==> src/rtl/mux4to1_32b.sv <==
// 4:1 word mux with a zero-latency output and a registered, valid-qualified copy.
// The select decode runs in reverse letter order: 00 selects d and 11 selects a.
module mux4to1_32b #(
  parameter int unsigned       WIDTH       = 32,
  parameter logic [WIDTH-1:0] RESET_VALUE = '0
) (
  input  logic             clk,
  input  logic             rst_n,
  output logic [WIDTH-1:0] out,
  input  logic [WIDTH-1:0] a,
  input  logic [WIDTH-1:0] b,
  input  logic [WIDTH-1:0] c,
  input  logic [WIDTH-1:0] d,
  input  logic [1:0]       select,
  input  logic             in_valid,
  output logic [WIDTH-1:0] out_q,
  output logic             out_valid
);

  logic [WIDTH-1:0] w_sel;
  logic [WIDTH-1:0] r_q;
  logic             r_valid;

  // An X/Z select matches no item, so the default drives X in simulation.
  always_comb begin
    w_sel = 'x;
    case (select)
      2'b00:   w_sel = d;
      2'b01:   w_sel = c;
      2'b10:   w_sel = b;
      2'b11:   w_sel = a;
      default: w_sel = 'x;
    endcase
  end

  always_ff @(posedge clk or negedge rst_n) begin
    if (!rst_n) begin
      r_q     <= RESET_VALUE;
      r_valid <= 1'b0;
    end else begin
      r_valid <= in_valid;
      if (in_valid) begin
        r_q <= w_sel;
      end
    end
  end

  assign out       = w_sel;
  assign out_q     = r_q;
  assign out_valid = r_valid;

endmodule

==> config.mk <==
export PLATFORM = sky130hd
export DESIGN_NAME = mux4to1_32b
export DESIGN_NICKNAME = d
export VERILOG_FILES = /design/src/rtl/mux4to1_32b.sv
export SDC_FILE = /design/constraint.sdc
export NUM_CORES = 1
export LEC_CHECK = 0
export CORE_ASPECT_RATIO = 1.25
export CORE_MARGIN = 2
export CORE_UTILIZATION = 36
export CTS_CLUSTER_DIAMETER = 120
export DETAILED_ROUTE_END_ITERATION = 8
export HOLD_SLACK_MARGIN = 0.08
export PLACE_DENSITY = 0.91
export REMOVE_ABC_BUFFERS = 1
export SYNTH_ARGS = -nofsm -noshare
export SYNTH_HDL_FRONTEND = slang
export SYNTH_SLANG_ARGS = --single-unit
==> constraint.sdc <==
create_clock -name clk -period 2.9 [get_ports clk]
set_input_delay 0.58 -clock clk [delete_from_list [all_inputs] [get_ports clk]]
set_output_delay 0.58 -clock clk [all_outputs]
set_load 0.05 [all_outputs]
==> summary.md, run 1 <==
| Metric | Value |
|---|---|
| Outcome | finished clean |
| Number of instances in the synthesized netlist | 215 |
| Count of maximum capacitance violations | 0 |
| Final-report max-slew violation count | 0 |
| Combined global-route utilization of all metal layers | 0.234 |
| Netlist area before placement | 2450 µm² |
| Clock sink total | 33 |
| Worst reg-to-reg path cell count | 2 |
| Tmin final | 2330 ps |
| Tightest Hold Check Type | input port to asynchronous set/reset pin |
| Routed via count divided by cell count | 5.24 |
| Distinct cell type count after synthesis | 10 |
| Count of warnings emitted by yosys | 0 |
| # resized after CTS | 0 |
| Total setup buffers inserted after CTS | 0 |
| Number of remaining DRC errors | 0 |
| Clock transition at the register clock pins on the worst setup and hold paths after CTS | about 70 ps |
| Total half-perimeter wirelength after legalization and detailed placement | 6850 µm |
| Worst Max-Slew Pin Slew | 785 ps |
| Worst slew margin relative to its limit | 0.477 |
| Layout Area Growth over Synthesis | 96.2% |
| Critical path capture point type | output pin |
| Hold buffers post-CTS | 0 |
| Final setup TNS | 0 ps |
| Worst IR drop on VDD | 0.000257 V |
| Initial antenna violation count | 0 |
| First-pass GRT wire length | approximately 14000 µm |
| Count of buffers inserted at the top-level ports | about 200 |
| Share of cells above drive strength 1 | 0.114 |
| Destination of the critical timing path | out[18] |
| Part of the cycle the worst path needs | 0.802 |
| Standby leakage power | 2.11 nW |
| First DRT Iteration DRCs | 76 |
| CTS root buf | sky130_fd_sc_hd__clkbuf_8 |
| Count of antenna-violating nets left after detailed routing | 0 |
| Sequential share of the synthesized area | 0.337 |
| Area of the core region | 6570 µm² |
| Buffers from clock root to sink, at most | 2 |
| Placed cell count | 484 |
| Number of ports placed on the die boundary | 198 |
| CTS tree | built |
| Antenna diode instance count | 0 |
| Nets | 537 |
| Kind of critical path | input port to output pin |
| Finish-stage setup viols | 0 |
| Power per standard cell area | 424 nW/µm² |
| Worst slack at placement | 577 ps |
| Post-layout util | 0.733 |
| Fill count | around 470 |
| Flop and latch count out of synthesis | 33 |
| Worst clock skew | 0 ps |
| Aggregate routed wire length | between 8000 and 9000 µm |
| CP startpoint kind | input port |
| Worst setup margin | ~570 ps |
| Maximum number of pins on one net before global-route repair | 65 |
| Starting density of the core | 0.374 |
| Total die area | 7490 µm² |
| Peak Freq | 430 MHz |
| Total area of multi-input combinational cells | 1450 µm² |
| Placer congestion estimate | roughly 0.74 |
| Final cell count without fillers | about 490 |
| Minimum setup slack among reg-to-reg paths | 2160 ps |
| Final Hold Vio Count | 0 |
| H-tree lvl count | 2 |
| Average routed wire per standard cell | 18.0 µm |
| Commonest cells after routing, fill and taps aside | sky130_fd_sc_hd__clkdlybuf4s50_1 (162), sky130_fd_sc_hd__mux2i_1 (96), sky130_fd_sc_hd__buf_12 (34) |
| Data arrival time of the worst path | ~1800 ps |
| Crit Path Max Fanout | 64 |
| Register area | ~830 µm² |
| Clock buffer count from CTS | 5 |
| Vias post-DR | ~2600 |
| Most common library cell in the layout ignoring fill and taps | sky130_fd_sc_hd__clkdlybuf4s50_1 |
| Worst-skew pair later-pin latency | 290 ps |
| RSZ-0062 raised after global routing | false |
| Overflow after GRT | 0 |
| R2R Path Start | out_q[6] |
| Height of the chip | 96.3 µm |
| Number of cell rows | 33 |
| Required time of the worst setup path | between 2000 and 2500 ps |
| Syn Area/Cell | 11.4 µm² |
| Vias in the first global route | about 2800 |
| FF-to-FF End | out_q[6] |
| Worst setup path start | select[0] |
| Horizontal die dimension | 77.8 µm |
| Number of iterations in the first detailed-routing pass | 4 |
-- through the flow --
stage	total power (W)	hold WS [ps]	area, µm²
detailed placement	0.00171	486	4730
finish	0.00204	373	4810
CTS	0.00206	396	4810
floorplan	0.00110	284	2280
global route	0.00213	416	4810
global placement	0.00169	477	4730
-- worst max-delay path, stage by stage --
cell and delay [ps]:
sky130_fd_sc_hd__buf_4 90, sky130_fd_sc_hd__buf_12 360, sky130_fd_sc_hd__mux2i_1 310, sky130_fd_sc_hd__mux2i_1 170, sky130_fd_sc_hd__buf_12 180
-- synthesized netlist by cell type --
cell type	number	area share
sky130_fd_sc_hd__buf_2	6	0.012
sky130_fd_sc_hd__nand2_2	1	0.0026
sky130_fd_sc_hd__nand2b_1	33	0.084
sky130_fd_sc_hd__dfrtp_1	33	0.34
sky130_fd_sc_hd__buf_6	4	0.018
sky130_fd_sc_hd__clkbuf_1	6	0.0092
sky130_fd_sc_hd__buf_8	1	0.0061
sky130_fd_sc_hd__mux2i_1	96	0.39
sky130_fd_sc_hd__buf_12	3	0.024
sky130_fd_sc_hd__o221ai_1	32	0.11
-- metal layers --
| metal | global-route usage | vias to the layer above | wire length [µm] |
|---|---|---|---|
| met5 | 0 | - | 0 |
| met4 | 0.0952 | 0 | 286 |
| met3 | 0.0460 | 24 | 521 |
| met2 | 0.448 | 103 | 4910 |
| met1 | 0.250 | 1239 | 3140 |
| li1 | - | 1213 | - |
-- worst min path at each step --
stage | endpoint | startpoint
2_1_floorplan | out_q[0] | rst_n
3_3_place_gp | out_q[3] | out_q[3]
3_5_place_dp | out_q[3] | out_q[3]
4_1_cts | out_q[22] | rst_n
5_1_grt | out_q[10] | rst_n
6_report | out_q[10] | rst_n
-- power by group --
part           switching, W  internal, W  total (W)
sequential        0.0000328     0.000517   0.000550
clock              0.000172     0.000171   0.000343
combinational      0.000617     0.000530    0.00115
-- registers in the layout, indices dropped and copies added (netlist names) --
register	cells
out_q	32
out_valid	1
-- kinds of logic after synthesis --
family,share of synthesized area
simple gates,0.0867
mux,0.392
buf+inv,0.0704
compound gates,0.114
flops,0.337
-- cell type report --
| type | instances | area share |
|---|---|---|
| timing repair buffer | 202 | 0.487 |
| tap | 87 | 0.0226 |
| sequential | 33 | 0.172 |
| clock buffer | 8 | 0.0166 |
| multi-input combinational | 162 | 0.302 |
(Power assumes the default switching activity.)
==> inputs of run 2 (changes only) <==
--- a/config.mk
+++ b/config.mk
@@ -7,11 +7,11 @@
 export LEC_CHECK = 0
 export CORE_ASPECT_RATIO = 1.25
 export CORE_MARGIN = 2
-export CORE_UTILIZATION = 36
+export CORE_UTILIZATION = 33
 export CTS_CLUSTER_DIAMETER = 120
 export DETAILED_ROUTE_END_ITERATION = 8
 export HOLD_SLACK_MARGIN = 0.08
-export PLACE_DENSITY = 0.91
+export PLACE_DENSITY = 0.85
 export REMOVE_ABC_BUFFERS = 1
 export SYNTH_ARGS = -nofsm -noshare
 export SYNTH_HDL_FRONTEND = slang
==> constraint.sdc (replaced) <==
create_clock -name clk -period 2.3 [get_ports clk]
set_input_delay 0.46 -clock clk [delete_from_list [all_inputs] [get_ports clk]]
set_output_delay 0.46 -clock clk [all_outputs]
set_load 0.05 [all_outputs]
==> run 2 against run 1 <==
Effect of this change: core utilization down 6.3 points; critical path type unchanged; routed wire length increased by 0.46%; clock-buffer cell count shrank 1; largest power group unchanged.
==> summary.md, run 2 (synthesis results as in run 1) <==
| Metric | Value |
|---|---|
| Total die area | 8140 µm² (was 7490 µm²) |
| Cell with the largest stage delay on the worst path | sky130_fd_sc_hd__mux2i_1 (was sky130_fd_sc_hd__buf_12) |
| Initial antenna violation count | 0 (unchanged) |
| Crit Path Max Fanout | 29 (was 64) |
| Cell class contributing the biggest share of worst-path delay | buffers and inverters (unchanged) |
| Post-layout util | 0.670 (was 0.733) |
| FF-to-FF End | out_q[27] (was out_q[6]) |
| Buffers from clock root to sink, at most | 2 (unchanged) |
| Count of buffers inserted at the top-level ports | 197 (unchanged) |
| Clock buffer count from CTS | 5 (unchanged) |
| Power per standard cell area | 533 nW/µm² (was 424 nW/µm²) |
| Most common library cell in the layout ignoring fill and taps | sky130_fd_sc_hd__clkdlybuf4s50_1 (unchanged) |
| Worst-skew pair later-pin latency | 280 ps (was 290 ps) |
| Number of remaining DRC errors | 0 (unchanged) |
| Worst IR drop on VDD | 0.000301 V (was 0.000257 V) |
| RSZ-0062 raised after global routing | false (unchanged) |
| Data arrival time of the worst path | 1640 ps (was 1750 ps) |
| CP startpoint kind | input port (unchanged) |
| Final Hold Vio Count | 0 (unchanged) |
| Final-report max-slew violation count | 0 (unchanged) |
| First DRT Iteration DRCs | 107 (was 76) |
| Height of the chip | 100 µm (was 96.3 µm) |
| Met3 track utilization from global routing | 0.0495 (was 0.0460) |
| Ordered cell list for the critical path | buf_4 > buf_12 > mux2i_1 > mux2i_1 > buf_12 (unchanged) |
| CTS root buf | sky130_fd_sc_hd__clkbuf_8 (unchanged) |
| Hold buffers post-CTS | 0 (unchanged) |
| Sequential cell fraction of total power | 0.266 (was 0.270) |
| Antenna diode instance count | 0 (unchanged) |
| Worst clock skew | 0 ps (unchanged) |
| Combined global-route utilization of all metal layers | 0.222 (was 0.234) |
| Crit-path max cell delay | 310 ps (was 360 ps) |
| CTS tree | built (unchanged) |
| Share of cells above drive strength 1 | 0.123 (was 0.114) |
| Clock sink total | 33 (unchanged) |
| Power dissipated by switching net loads | 0.00103 W (was 0.000822 W) |
| Part of the power in the clock network | 0.173 (was 0.168) |
| Outcome | finished clean (unchanged) |
| Fill count | 567 (was 468) |
| Tmin final | 2100 ps |
| Kind of critical path | input port to output pin (unchanged) |
| Total setup buffers inserted after CTS | 0 (unchanged) |
| Area of the core region | 7270 µm² (was 6570 µm²) |
| Number of ports placed on the die boundary | 198 (unchanged) |
| Overflow after GRT | 0 (unchanged) |
| Critical path capture point type | output pin (unchanged) |
| Clock transition at the register clock pins on the worst setup and hold paths after CTS | 70 ps (about the same) |
| Required time of the worst setup path | 1840 ps (was 2320 ps) |
| Worst setup path start | select[0] (unchanged) |
| Aggregate routed wire length | 8900 µm (was 8860 µm) |
| Global-route met2 utilization | 0.428 (was 0.448) |
| # resized after CTS | 0 (unchanged) |
| Minimum setup slack among reg-to-reg paths | 1530 ps (was 2160 ps) |
| Horizontal die dimension | 81.1 µm (was 77.8 µm) |
| Peak Freq | 475 MHz |
| Maximum number of pins on one net before global-route repair | 35 (was 65) |
| Finish-stage setup viols | 0 (unchanged) |
| Tightest Hold Check Type | input port to asynchronous set/reset pin (unchanged) |
| Max reg flops | 32 (unchanged) |
| H-tree lvl count | 2 (unchanged) |
| GRT Max-Usage Layer | met2 (unchanged) |
| Starting density of the core | 0.337 (was 0.374) |
| Internal power summed over all cells | 0.00157 W (was 0.00122 W) |
| Grt met1 use | 0.232 (was 0.250) |
| Total area of multi-input combinational cells | 1450 µm² (unchanged) |
| Placer congestion estimate | 0.762 (was 0.745) |
| Count of antenna-violating nets left after detailed routing | 0 (unchanged) |
| Vias post-DR | 2560 (was 2579) |
| Commonest cells after routing, fill and taps aside | sky130_fd_sc_hd__clkdlybuf4s50_1 (162), sky130_fd_sc_hd__mux2i_1 (96), sky130_fd_sc_hd__buf_12 (36) (was sky130_fd_sc_hd__clkdlybuf4s50_1 (162), sky130_fd_sc_hd__mux2i_1 (96), sky130_fd_sc_hd__buf_12 (34)) |
| R2R Path Start | out_q[27] (was out_q[6]) |
| Total half-perimeter wirelength after legalization and detailed placement | 7000 µm (was 6850 µm) |
| Switch share | 0.398 (was 0.403) |
| Average routed wire per standard cell | 17.8 µm (was 18.0 µm) |
| Worst Max-Slew Pin Slew | 762 ps (was 785 ps) |
| First-pass GRT wire length | 13800 µm (was 13700 µm) |
| Vias in the first global route | 2797 (was 2799) |
| Routed via count divided by cell count | 5.13 (was 5.24) |
| Number of cell rows | 35 (was 33) |
| Layout Area Growth over Synthesis | 98.6% (was 96.2%) |
| Worst slew margin relative to its limit | 0.492 (was 0.477) |
| Combinational share of power | 0.561 (was 0.562) |
| Final setup TNS | 0 ps (unchanged) |
| Nets | 540 (was 537) |
| Worst reg-to-reg path cell count | 2 (unchanged) |
| Bufs and invs on worst path | 3 (unchanged) |
| Standby leakage power | 2.14 nW (was 2.11 nW) |
| Register area | 826 µm² (unchanged) |
| Number of iterations in the first detailed-routing pass | 4 (unchanged) |
| Count of maximum capacitance violations | 0 (unchanged) |
| Part of the cycle the worst path needs | 0.915 |
## run 2: cell count changes in the layout (fill, tap and decap cells not counted), sizes merged
cell and delta:
buf +3, clkbuf -1
## run 2: how the worst max path moves through the flow
stage / slack [ps] / cells after the start / endpoint
after floorplan: 450 / 2 / out[0]
after global placement: 230 / 5 / out[19]
after detailed placement: 210 / 5 / out[17]
after CTS: 200 / 5 / out[17]
after global routing: 100 / 5 / out[26]
final: 200 / 5 / out[19]
## run 2: layout make-up
| cell class | instances | share of cell area |
|---|---|---|
| multi-input combinational | 162 | 0.298 |
| timing repair buffer | 205 | 0.491 |
| sequential | 33 | 0.170 |
| clock buffer | 7 | 0.0177 |
| tap | 92 | 0.0236 |
## run 2: power by group through the flow
| stage | clock [W] | sequential, W | combinational (W) |
|---|---|---|---|
| floorplan | 0 | 0.000955 | 0.000427 |
| global placement | 0 | 0.000697 | 0.00145 |
| detailed placement | 0 | 0.000702 | 0.00147 |
| CTS | 0.000457 | 0.000691 | 0.00147 |
| global route | 0.000478 | 0.000698 | 0.00152 |
| finish | 0.000449 | 0.000691 | 0.00146 |
## run 2: metal layers
layer,vias to the layer above,part of all wire
met5,-,0
met4,0,0.021
met3,16,0.065
met2,113,0.55
met1,1225,0.36
li1,1206,-
## run 2: per-stage QoR
stage          setup slack [ps]  cells  hold slack, ps  instance area [µm²]  power, W
2_1_floorplan               446    195             164                 2280   0.00138
3_3_place_gp                233    492             477                 4780   0.00215
3_5_place_dp                208    492             487                 4780   0.00217
4_1_cts                     205    499             274                 4870   0.00262
5_1_grt                    99.6    499             313                 4870   0.00270
6_report                    196    499             245                 4870   0.00260
## run 2: worst reg2reg max path, cell delays in order, from the launching register on
cell,delay [ps]
sky130_fd_sc_hd__dfrtp_1,390
sky130_fd_sc_hd__nand2b_1,90
sky130_fd_sc_hd__o221ai_1,150
